$ cat config.mk
export PLATFORM = sky130hd
export DESIGN_NAME = dffer_pipe
export DESIGN_NICKNAME = d
export VERILOG_FILES = /design/src/rtl/dffer_pipe.sv
export SDC_FILE = /design/constraint.sdc
export NUM_CORES = 1
export LEC_CHECK = 0
export ABC_AREA = 1
export BUFFER_PORTS_ARGS = -buffer_cell sky130_fd_sc_hd__buf_2
export CORE_UTILIZATION = 40
export CTS_BUF_LIST = sky130_fd_sc_hd__clkbuf_4 sky130_fd_sc_hd__clkbuf_8
export DETAILED_ROUTE_END_ITERATION = 10
export SYNTH_ARGS = -nofsm -noshare
export SYNTH_HDL_FRONTEND = slang
export SYNTH_SLANG_ARGS = --single-unit
$ cat constraint.sdc
create_clock -name clk -period 2 [get_ports clk]
set_input_delay 0.1 -clock clk [delete_from_list [all_inputs] [get_ports clk]]
set_output_delay 0.1 -clock clk [all_outputs]
set_load 0.05 [all_outputs]
$ cat src/rtl/dffer_pipe.sv
// dffer_pipe: WIDTH-bit, DEPTH-stage elastic register pipeline.
// Each stage carries a valid bit; a combinational ready chain lets bubbles
// collapse so the chain only stalls where a valid item cannot move forward.
// Global enable E freezes everything; flush drops all in-flight items.
module dffer_pipe #(
    parameter int                 WIDTH     = 8,
    parameter int                 DEPTH     = 4,
    parameter logic [WIDTH-1:0]   RESET_VAL = '0
) (
    input  logic                         clk,
    input  logic                         R,
    input  logic                         E,
    input  logic                         flush,
    input  logic                         in_valid,
    output logic                         in_ready,
    input  logic [WIDTH-1:0]             in_data,
    output logic                         out_valid,
    input  logic                         out_ready,
    output logic [WIDTH-1:0]             out_data,
    output logic [$clog2(DEPTH+1)-1:0]   count
);

    localparam int CW = $clog2(DEPTH+1);

    logic [DEPTH-1:0] valid_q, valid_d;
    logic [WIDTH-1:0] data_q [DEPTH];
    logic [WIDTH-1:0] data_d [DEPTH];
    logic [CW-1:0]    count_q, count_d;

    // rdy[i]: stage i may load from upstream this cycle; rdy[DEPTH] is the sink.
    logic [DEPTH:0]   rdy;
    logic             in_xfer;
    logic             out_xfer;

    // Ready chain built back-to-front through a scalar so there is no
    // self-referencing vector in the combinational loop.
    always_comb begin
        logic chain;
        chain      = out_ready;
        rdy        = '0;
        rdy[DEPTH] = out_ready;
        for (int i = DEPTH - 1; i >= 0; i--) begin
            chain  = ~valid_q[i] | chain;
            rdy[i] = chain;
        end
    end

    // Handshake outputs; enable gates both ends so a frozen pipe is invisible.
    always_comb begin
        in_ready  = rdy[0] & E & ~flush;
        out_valid = valid_q[DEPTH-1] & E;
        out_data  = data_q[DEPTH-1];
        count     = count_q;
        in_xfer   = in_valid & in_ready;
        out_xfer  = out_valid & out_ready;
    end

    // Next-state: flush clears valids only, enable shifts every ready stage.
    always_comb begin
        valid_d = valid_q;
        count_d = count_q;
        for (int i = 0; i < DEPTH; i++) begin
            data_d[i] = data_q[i];
        end

        if (flush) begin
            valid_d = '0;
            count_d = '0;
        end else if (E) begin
            if (rdy[0]) begin
                valid_d[0] = in_valid;
                data_d[0]  = in_data;
            end
            for (int i = 1; i < DEPTH; i++) begin
                if (rdy[i]) begin
                    valid_d[i] = valid_q[i-1];
                    data_d[i]  = data_q[i-1];
                end
            end
            case ({in_xfer, out_xfer})
                2'b10:   count_d = count_q + CW'(1);
                2'b01:   count_d = count_q - CW'(1);
                default: count_d = count_q;
            endcase
        end
    end

    // State registers; reset reloads data stages so out_data is defined.
    always_ff @(posedge clk) begin
        if (R) begin
            valid_q <= '0;
            count_q <= '0;
            for (int i = 0; i < DEPTH; i++) begin
                data_q[i] <= RESET_VAL;
            end
        end else begin
            valid_q <= valid_d;
            count_q <= count_d;
            for (int i = 0; i < DEPTH; i++) begin
                data_q[i] <= data_d[i];
            end
        end
    end

endmodule

==> impl_metrics.yaml <==
synth:
  synth-compound-area-share_pct: 13.11
  netlist_top_cells_area: "dfxtp_1 44%, nor2_1 12%, o21ai_0 7.3%"
  synth_adder_area_share_pct: 1.832
  yosysTopAreaCell: "dfxtp_1"
  syn_inst: 221
  synth-xor-area-share_pct: 0
  yosys.cell_types.count: 29
  synthMuxAreaShare_pct: 0.5638
  synth-simple-area-share_pct: 27.27
  syn_nets: 237
  synth_seq_cells: 39
  syn_area_per_cell_um2: 8.034
  yosysTopAreaCellShare_pct: 43.97
  ys_warn_count: 0
  synth_area_um2: 1775
  yosysSeqAreaShare_pct: 43.97
  synth_top_family_by_area: "simple AND/OR/NAND/NOR gates"
timing:
  final_hold_viol_count: 0
  fin_crit_sh_pct: 91.63
  setup_viol: 0
  setup-tns-final_ns: 0
  max_freq_mhz: 545.7
  rsz0062_at_grt: "false"
  skew_ns: 0.003792
  maxSlewHeadroom_pct: 55.79
  maxSlewViolCount: 0
  finalCriticalPeriod_ns: 1.833
  tightestPinTransition_ns: 0.6624
clock_tree:
  clk_latency_ns: 0.30
  cts_made_buffers: 5
  cts_buffer_depth: 2
  ctsHtreeMaxLevel: 2
  cts.sinks: 39
  cts_hold_buf: 0
  clkSlewWorstSetupHoldPaths_ns: 0.07
  root_buffer: "clkbuf_8"
  cts_tree: "yes"
worst_setup_path:
  critPathMaxStageDelay_ns: 0.34
  path_cells: "inv_2 -> nor2_4 -> nand4_4 -> nand2_2 -> nor2_4 -> nand2_1 -> ha_1 -> inv_1 -> fa_2 -> inv_1 -> nand2_1 -> nand3_1 -> nand2_1 -> nor3b_1"
  crit_buf_inv: 3
  arrival_ns: 2.01
  slowest_stage: "dfxtp_2"
  worst_ep_required_time_ns: 2.18
  worstSetupStartpointType: "flop"
  critPathTopFamily: "simple AND/OR/NAND/NOR gates"
  cp_common_cell: "nand2_1"
  crit_fanout: 2
  path_class: "reg -> reg"
  critPathCaptureType: "flop"
finish:
  area_growth_pct: 10.64
  layout_commonest_cell: "nor2_1"
  final_cell_mix: "57 x nor2_1, 38 x dfxtp_1, 26 x o21ai_0, 26 x buf_2, 21 x nand2_1"
  diodes: 0
  drive_above_1_share_pct: 26.75
  final_nets: 258
  fin_area_um2: 1964
  fin_util_pct: 47.40
global_route:
  grt_max_degree: 28
  antenna_found_initial: 0
  grt_pass1_vias: 1126
  grt_pass1_wl_um: 4947
  grt-ovfl-total: 0
  grtUsageTotal_pct: 14.64
floorplanning:
  coreArea_um2: 4144
  die_x_um: 68.63
  initial_core_util_pct: 42.84
  ios: 27
  die_area_um2: 4709
  die_h_um: 68.63
  rows: 23
placed_design:
  placed_cell_area_um2: 1862
  io_buffers: 26
  place_congestion: 0.7646
  dp_hpwl_um: 1998
routing:
  vias: 1303
  vias_per_cell: 4.447
  drt_iter0_markers: 40
  wl_um: 2803
  post-route-drc-count: 0
  ant_nets: 0
  wl_per_cell_um: 9.567
  dr.pass1.iters: 4
pwr:
  ir_drop_v: 0.0004159
  leakage_uw: 0.0008862
  pwr_density_cell_nw_per_um2: 805.1
  power.total_uw: 1581
run_status:
  status: "complete, no violations"
hold_path:
  hold_path_class: "in -> reg"
flow_run:
  maxCapViolations: 0
## area by class of cell
class | instances | area, um2
Tap cell | 50 | 62.56
Inverter | 23 | 106.4
Sequential cell | 39 | 782.0
Timing Repair Buffer | 29 | 152.6
Multi-Input combinational cell | 144 | 772.0
Clock inverter | 2 | 12.51
Fill cell | 454 | 2180
Clock buffer | 6 | 76.32
## worst min-delay path, delay by kind of cell
family / cells / cell delay (ns)
AOI/OAI and AO/OA: 1 / 0.11
buffers and inverters: 1 / 0.09
muxes: 1 / 0.06
## cell families after synthesis
| kind of cell | Yosys count |
|---|---|
| flip-flops | 39 |
| adder cells (fa/ha/maj) | 2 |
| multiplexers | 1 |
| AO/OA/AOI/OAI | 40 |
| AND/OR/NAND/NOR | 101 |
| buffers and inverters | 38 |
## final timing paths
check | cells past startpoint | slack, ns | endpoint | from
max | 14 | 0.17 | count[2]$_SDFFE_PP0P_ | valid_q[3]$_SDFFE_PP0P_
min | 3 | 0.11 | valid_q[0]$_SDFFE_PP0N_ | in_valid
max reg2reg | 14 | 0.17 | count[2]$_SDFFE_PP0P_ | valid_q[3]$_SDFFE_PP0P_
min reg2reg | 2 | 0.48 | data_q[0][31]$_SDFFE_PP0P_ | data_q[0][31]$_SDFFE_PP0P_
## repair_timing
action / in CTS / in global routing
buffers inserted: 0 / 1
setup endpoints to repair: 0 / 1
gates resized for setup: 0 / 3
## routing by layer
| layer | track usage, % | part of all wire, % | wire length [um] |
|---|---|---|---|
| met4 | 7.813 | 1.6 | 46 |
| met5 | 0 | 0 | 0 |
| met2 | 20.96 | 41 | 1157 |
| met3 | 5.921 | 5.4 | 151 |
| met1 | 18.59 | 52 | 1448 |
## synth_stat cells, drive strengths merged
cell    instances
nor2           63
nand3          10
mux2i           1
nand2          25
buf            12
clkinv          3
fa              1
nor3b           1
inv            20
a211oi          1
dfxtp          39
or2             1
a21oi          13
nand4           1
o21ai          26
ha              1
clkbuf          3
## flip-flops by register name, indices dropped and copies added (netlist names)
| name | flops |
|---|---|
| data_q | 32 |
| valid_q | 4 |
| count | 3 |
## through the flow
stage          setup WS (ns)  hold slack, ns  std cells
2_1_floorplan        0.05364          0.2608        221
3_3_place_gp          0.1430          0.4105        284
3_5_place_dp         0.05342          0.4193        284
4_1_cts              0.05052          0.1078        292
5_1_grt              0.02302          0.1366        293
6_report              0.1673          0.1110        293
## report_power, final
part	internal (uW)	switching (uW)	total, uW	leakage (uW)
registers	819	20.8	840	0.000321
logic	71.3	138	210	0.000521
clock network	257	275	532	0.0000446
total	1150	434	1580	0.000886
Power figures use the tool's default switching activity.
